--- config.mk ---
export PLATFORM = sky130hd
export DESIGN_NAME = cursor_key_pulser
export DESIGN_NICKNAME = d
export VERILOG_FILES = /design/src/rtl/cursor_key_pulser.sv
export SDC_FILE = /design/constraint.sdc
export NUM_CORES = 1
export LEC_CHECK = 0
export BUFFER_PORTS_ARGS = -buffer_cell sky130_fd_sc_hd__buf_2
export CORE_UTILIZATION = 40
export DETAILED_ROUTE_END_ITERATION = 16
export SLEW_MARGIN = 20
export SYNTH_ARGS = -nofsm -noshare
export SYNTH_HDL_FRONTEND = slang
export SYNTH_SLANG_ARGS = --single-unit
export TNS_END_PERCENT = 50
--- constraint.sdc ---
create_clock -name clk -period 4.7 [get_ports clk]
set_input_delay 0.47 -clock clk [delete_from_list [all_inputs] [get_ports clk]]
set_output_delay 0.47 -clock clk [all_outputs]
set_load 0.01 [all_outputs]
--- src/rtl/cursor_key_pulser.sv ---
// Debounced, auto-repeating one-hot direction pulses for the cursor cells.
// Each key has its own synchroniser and FSM; a lowest-index-first arbiter serialises the pulses.
module cursor_key_pulser #(
  parameter int unsigned SYNC_STAGES     = 2,
  parameter int unsigned DEBOUNCE_CYCLES = 16,
  parameter int unsigned REPEAT_DELAY    = 64,
  parameter int unsigned REPEAT_RATE     = 16
) (
  input  logic       clk,
  input  logic       reset,
  input  logic       SW_pause,
  input  logic [3:0] KEY_raw,
  output logic [3:0] KEY
);

  localparam int unsigned MaxDr  = (DEBOUNCE_CYCLES > REPEAT_DELAY) ? DEBOUNCE_CYCLES
                                                                    : REPEAT_DELAY;
  localparam int unsigned MaxRs  = (REPEAT_RATE > SYNC_STAGES) ? REPEAT_RATE : SYNC_STAGES;
  localparam int unsigned MaxAll = (MaxDr > MaxRs) ? MaxDr : MaxRs;
  localparam int unsigned CntW   = $clog2(MaxAll + 1);

  localparam logic [CntW-1:0] DebCnt  = CntW'(DEBOUNCE_CYCLES);
  localparam logic [CntW-1:0] DlyCnt  = CntW'(REPEAT_DELAY);
  localparam logic [CntW-1:0] RateCnt = CntW'(REPEAT_RATE);
  localparam logic [CntW-1:0] OneCnt  = CntW'(1);

  typedef enum logic [2:0] {
    StIdle,
    StDebPress,
    StHoldDly,
    StRepeat,
    StDebRel
  } state_e;

  logic [3:0]      sync_q [SYNC_STAGES];
  logic [3:0]      pressed;
  state_e          st_q   [4];
  state_e          st_d   [4];
  logic [CntW-1:0] cnt_q  [4];
  logic [CntW-1:0] cnt_d  [4];
  logic [3:0]      req;
  logic [3:0]      pending_q, pending_d;
  logic [3:0]      grant;
  logic [3:0]      key_d;

  // Buttons are active-low; the synchroniser idles at 1 so reset looks like "released".
  always_ff @(posedge clk or negedge reset) begin
    if (!reset) begin
      for (int k = 0; k < SYNC_STAGES; k++) sync_q[k] <= 4'hF;
    end else begin
      sync_q[0] <= KEY_raw;
      for (int k = 1; k < SYNC_STAGES; k++) sync_q[k] <= sync_q[k-1];
    end
  end

  assign pressed = ~sync_q[SYNC_STAGES-1];

  always_comb begin
    req = 4'b0;
    for (int i = 0; i < 4; i++) begin
      st_d[i]  = st_q[i];
      cnt_d[i] = cnt_q[i];
      case (st_q[i])
        StIdle: begin
          if (pressed[i]) begin
            st_d[i]  = StDebPress;
            cnt_d[i] = OneCnt;
          end
        end
        StDebPress: begin
          if (!pressed[i]) begin
            st_d[i]  = StIdle;
            cnt_d[i] = '0;
          end else if (cnt_q[i] + OneCnt == DebCnt) begin
            req[i]   = 1'b1;
            st_d[i]  = StHoldDly;
            cnt_d[i] = '0;
          end else begin
            cnt_d[i] = cnt_q[i] + OneCnt;
          end
        end
        StHoldDly: begin
          if (!pressed[i]) begin
            st_d[i]  = StDebRel;
            cnt_d[i] = OneCnt;
          end else if (cnt_q[i] + OneCnt == DlyCnt) begin
            req[i]   = 1'b1;
            st_d[i]  = StRepeat;
            cnt_d[i] = '0;
          end else begin
            cnt_d[i] = cnt_q[i] + OneCnt;
          end
        end
        StRepeat: begin
          if (!pressed[i]) begin
            st_d[i]  = StDebRel;
            cnt_d[i] = OneCnt;
          end else if (cnt_q[i] + OneCnt == RateCnt) begin
            req[i]   = 1'b1;
            cnt_d[i] = '0;
          end else begin
            cnt_d[i] = cnt_q[i] + OneCnt;
          end
        end
        StDebRel: begin
          // A bounce during release restarts the hold delay without a new pulse.
          if (pressed[i]) begin
            st_d[i]  = StHoldDly;
            cnt_d[i] = '0;
          end else if (cnt_q[i] + OneCnt == DebCnt) begin
            st_d[i]  = StIdle;
            cnt_d[i] = '0;
          end else begin
            cnt_d[i] = cnt_q[i] + OneCnt;
          end
        end
        default: begin
          st_d[i]  = StIdle;
          cnt_d[i] = '0;
        end
      endcase
    end
  end

  // Lowest set bit wins; pause drops everything outstanding but leaves the FSMs running.
  always_comb begin
    grant = pending_q & (~pending_q + 4'd1);
    if (SW_pause) begin
      pending_d = 4'b0;
      key_d     = 4'b0;
    end else begin
      pending_d = (pending_q & ~grant) | req;
      key_d     = grant;
    end
  end

  always_ff @(posedge clk or negedge reset) begin
    if (!reset) begin
      for (int i = 0; i < 4; i++) begin
        st_q[i]  <= StIdle;
        cnt_q[i] <= '0;
      end
      pending_q <= 4'b0;
      KEY       <= 4'b0;
    end else begin
      for (int i = 0; i < 4; i++) begin
        st_q[i]  <= st_d[i];
        cnt_q[i] <= cnt_d[i];
      end
      pending_q <= pending_d;
      KEY       <= key_d;
    end
  end

endmodule
* After elaboration in Yosys (flattened, before gate mapping)
Cells that the tools add are included.
** Storage, ports and cells
- Register bits :: 56
- Output and inout port bits :: 4
** Cells by class
- Add/subtract/negate cells :: 5
- Eq/ne operators :: 44
- Bitwise logic cells :: 6
- Reductions and logical operators :: 12
- Mux-type cells :: 90
** Operator list (count)
- 7-bit two-way mux :: 28
- 7-bit case mux with 5 select lines :: 4
- 3-bit two-way mux :: 32
- 3-bit case mux with 5 select lines :: 4
- 3-bit != test, second input constant :: 12
- 7-bit by 1-bit adder with 7-bit output, second input constant :: 4
- 7-bit by 5-bit == test with 1-bit output, second input constant :: 4
- 7-bit == test, second input constant :: 4
- 3-bit by 2-bit == test with 1-bit output, second input constant :: 8
- 5-bit AND reduction :: 4
- 1-bit two-way mux :: 16
- 2-bit != test, second input constant :: 8
- 3-bit by 1-bit == test with 1-bit output, second input constant :: 4
- 3-bit == test, second input constant :: 4
- 3-bit logical NOT :: 4
- 4-bit inverter :: 3
- 4-bit bitwise AND :: 2
- 4-bit two-way mux :: 2
- 1-bit case mux with 2 select lines :: 4
- 2-bit OR reduction :: 4
- 4-bit by 1-bit adder with 4-bit output, second input constant :: 1
- 4-bit OR :: 1

* Logic depth before layout (Yosys ltp)
- Word-level depth :: 7
- Gate-level depth with buffers :: 7
- Mapped depth without buffers :: 7

* Least setup slack after synthesis
No wires, ideal clock.
- Path kind :: reg-to-reg
- Start :: register cnt_q[21] (netlist name)
- End :: register pending_q[0]
- Arrival :: 1.811 ns
- Stages on the path, launching flop included :: 8
- Path buffers :: 0
- Slack :: 2.777 ns
- Cell sequence :: dfrtp_1 > ha_1 > nand3_2 > or2_1 > a21oi_1 > and4_2 > nand2_1 > a2111oi_2
** On the way
- Word-level cells in the longest chain between the ends :: 7
** Ends and longest elaborated chain
- start: declaration :: RTL line 39 : logic [CntW-1:0] cnt_q [4];
- start signal: indexed assignment :: RTL line 148 : cnt_q[i] <= cnt_d[i];
- 7-bit by 1-bit adder with 7-bit output * :: RTL line 74, 86, 98
- 7-bit by 5-bit == test with 1-bit output or 7-bit == test (tied branches) :: RTL line 74, 98, 86
- 1-bit two-way mux (on tied branches) :: RTL line 74, 98, 86
- 1-bit two-way mux (on tied branches) :: RTL line 95, 83
- 1-bit case mux with 2 select lines * :: RTL line 63 : case (st_q[i])
- 4-bit OR * :: RTL line 132 : pending_d = (pending_q & ~grant) | req;
- 4-bit two-way mux * :: RTL line 128 : if (SW_pause) begin
- net pending_d[0] :: RTL line 42 : logic [3:0] pending_q, pending_d;
- end signal: assignment :: RTL line 150 : pending_q <= pending_d;
- end: declaration :: RTL line 42
Mark *: on every way through the listed nets, which the timed path passes. The rest lies on a longest branch.
A chain may end at the register's enable or synchronous reset.

* Worst setup path after layout
Same ends and word-level chain as after synthesis.

==> summary.md <==
| Metric | Value |
|---|---|
| Clk root buf | clkbuf_8 |
| Critical Path End Type | flip-flop |
| Initial DRT Pass Iterations | 4 |
| Final worst slack | 2560 ps |
| Gr usage total | 16.7% |
| Most used DFF post-synth | dfrtp_1 |
| First-pass GRT wire length | 11800 um |
| Tot Pwr | 0.887 mW |
| Synthesis-stage register bit count | 56 |
| R2R setup slack | 2560 ps |
| Max-Cap Viols | 0 |
| Library cells used by synthesis | 60 |
| PD cells | 249 mW/mm^2 |
| Worst vdd ir | 0.122 mV |
| Initial antenna violation count | 0 |
| Core Box Area | 0.00822 mm^2 |
| DRT Wirelength | 6760 um |
| Critical path data required time | 4910 ps |
| Worst path cell trace | ha_1 > nand3_2 > or2_1 > a21oi_1 > and4_2 > nand2_1 > a2111oi_2 |
| Final nets | 410 |
| Pin count of the biggest net entering global routing | 57 |
| Final Hold Viols | 0 |
| Largest cells by area after synthesis | dfrtp_1 35%, dfstp_2 6.2%, nand2_1 5.5% |
| WL per Instance | 13.4 um |
| Die Y | 94.0 um |
| Commonest non-fill, non-tap cell in the layout | nand2_1 |
| Pre-CTS setup slack | 2570 ps |
| Net Count, Synth | 411 |
| Clk slew on worst S/H paths | 100 ps |
| GPL Wtd Cong | 0.820 |
| TNS Setup | 0 ps |
| Least-Margin Pin Slew | 708 ps |
| Vias in the first global route | 2597 |
| Vias | 2841 |
| Worst setup path start | cnt_q[21]$_DFFE_PN0N_ |
| Critical path startpoint category | flip-flop |
| Ys async rst share | 100% |
| Diode count | 0 |
| Worst r2r path cells | 7 |
| Unrepaired setup endpoints after global routing | no |
| Die Width | 94.0 um |
| Num ports | 11 |
| EDFF count, synth | 0 |
| Num Clock Sinks | 56 |
| Post-synth top area cell | dfrtp_1 |
| Reg-to-reg endpoint | pending_q[0]$_DFF_PN0_ |
| Register area share after synthesis | 41.7% |
| Skew final | 12.9 ps |
| Synthesis-to-layout area growth | 5.17% |
| Worst slew margin | 52.8% |
| Commonest non-fill, non-tap cells in the layout | 50 x nand2_1, 48 x dfrtp_1, 44 x nor2_1, 27 x o21ai_0, 23 x a21oi_1 |
| Slowest stage delay, CP | 500 ps |
| Final Max Tran Viols | 0 |
| Avg Cell Area, Syn | 8.49 um^2 |
| Drt first-iter violations | 93 |
| Slowest library cell on the worst path | dfrtp_1 |
| Post-DRT Antenna Nets | 0 |
| Tmin final | 2140 ps |
| Maximum operating frequency | 467 MHz |
| Drt drc | 0 |
| Detail Placement HPWL | 4670 um |
| Cts repair resizes | 0 |
| Standard-cell rows | 33 |
| Vias/cell | 5.64 |
| Clock tree buffer depth | 2 |
| Synth Cell Area | 0.00339 mm^2 |
| Port-buffer cells | 10 |
| Worst EP arrival | 2350 ps |
| Hold_buf cts | 0 |
| Setup CP Type | reg -> reg |
| Cell count after synthesis | 399 |
| Critical path fanouts, max | 8 |
| Top-area cell type share of the netlist area | 35.5% |
| Clock latency on the worst-skew pair | 320 ps |
| Post-CTS Setup Inserts | 0 |
| Tcrit/Tclk final | 45.6% |
| Synthesis Warnings | 0 |
| Fraction of layout cells with a size suffix above 1 | 10.3% |
| Design Area, Final | 0.00356 mm^2 |
| R2r startpoint | cnt_q[21]$_DFFE_PN0N_ |
| CTS tree | built |
| Grt total ovfl | 0 |
| Total leakage power | 1.43 nW |
| H-tree Lvls | 2 |
| Status | finished clean |
| Clock buffer count from CTS | 5 |
| Die Footprint | 0.00884 mm^2 |
| Hold Path Class | in -> reg |
| Setup violations, final | 0 |
| Initial Utilization | 41.2% |
| Post-placement cell area | 0.00348 mm^2 |
| CP Capture Point | pending_q[0]$_DFF_PN0_ |
-- where the power goes --
part	internal [mW]	total, mW	switching, mW
Clock	0.107	0.269	0.162
Combinational	0.0359	0.0889	0.0529
Sequential	0.502	0.529	0.0275
-- logic make-up (layout without fill, tap and decap cells) --
| group | after synthesis | count (layout) | synth area share [%] |
|---|---|---|---|
| multiplexers | 3 | 3 | 0.924 |
| AO/OA/AOI/OAI | 117 | 117 | 22.8 |
| XOR/XNOR | 14 | 14 | 3.62 |
| AND/OR/NAND/NOR | 172 | 172 | 24.8 |
| adder cells (fa/ha/maj) | 5 | 5 | 1.85 |
| flip-flops | 56 | 56 | 41.7 |
| buffers and inverters | 32 | 32 | 4.36 |
-- per-layer routing --
metal | vias to the layer above | wire (um) | global-route usage, %
met4 | 0 | 72 | 5.90
met5 | - | 0 | 0
met3 | 7 | 165 | 2.43
li1 | 1443 | - | -
met2 | 39 | 3160 | 27.3
met1 | 1352 | 3360 | 22.6
-- through the flow --
stage | instances | hold WS (ps) | util, %
final | 504 | 249 | 43.4
after global routing | 504 | 226 | 43.4
after floorplan | 399 | 174 | -
after CTS | 504 | 231 | 43.4
after detailed placement | 496 | 347 | 42.3
after global placement | 496 | 345 | 42.3
-- flip-flops by register name (all words and copies together) (netlist names) --
signal,cells
pending_q,4
sync_q,8
st_q,12
KEY,4
cnt_q,28
-- area by class of cell --
class                           count  area (um^2)
Inverter                           13         48.8
Sequential cell                    56         1410
Timing Repair Buffer               11         57.6
Clock inverter                      1         8.76
Fill cell                         819         4650
Multi-Input combinational cell    311         1830
Clock buffer                        7         76.3
Tap cell                          105          131
-- worst max-delay path: cells and delay by family (launching register included) --
family	cells	cell delay, ps
AO/OA/AOI/OAI	2	440
adder cells (fa/ha/maj)	1	290
flip-flops	1	500
AND/OR/NAND/NOR	4	840
-- Yosys cell counts, types with 4 or more instances --
library cell,count
o211ai_1,4
a31oi_1,7
dfrtp_1,48
xor2_1,7
dfstp_2,8
nor4_1,5
a21oi_1,23
o22ai_1,11
a211oi_1,5
xnor2_1,7
nor3b_1,4
nor2_1,44
and2_1,6
nor3_1,18
o21ai_0,27
ha_1,5
o31ai_1,5
a21o_1,6
clkbuf_1,14
nand2b_1,6
nand2_1,50
inv_1,13
a22oi_1,4
nand3_1,13
-- how the worst min path moves through the flow --
stage / startpoint / endpoint / slack (ps) / depth (start not counted)
2_1_floorplan: reset / KEY[0]$_DFF_PN0_ / 170 / 0
3_3_place_gp: sync_q[4]$_DFF_PN1_ / sync_q[0]$_DFF_PN1_ / 350 / 0
3_5_place_dp: sync_q[7]$_DFF_PN1_ / sync_q[3]$_DFF_PN1_ / 350 / 0
4_1_cts: KEY_raw[0] / sync_q[4]$_DFF_PN1_ / 230 / 1
5_1_grt: KEY_raw[0] / sync_q[4]$_DFF_PN1_ / 230 / 1
6_report: KEY_raw[0] / sync_q[4]$_DFF_PN1_ / 250 / 1
Power figures use the tool's default switching activity.
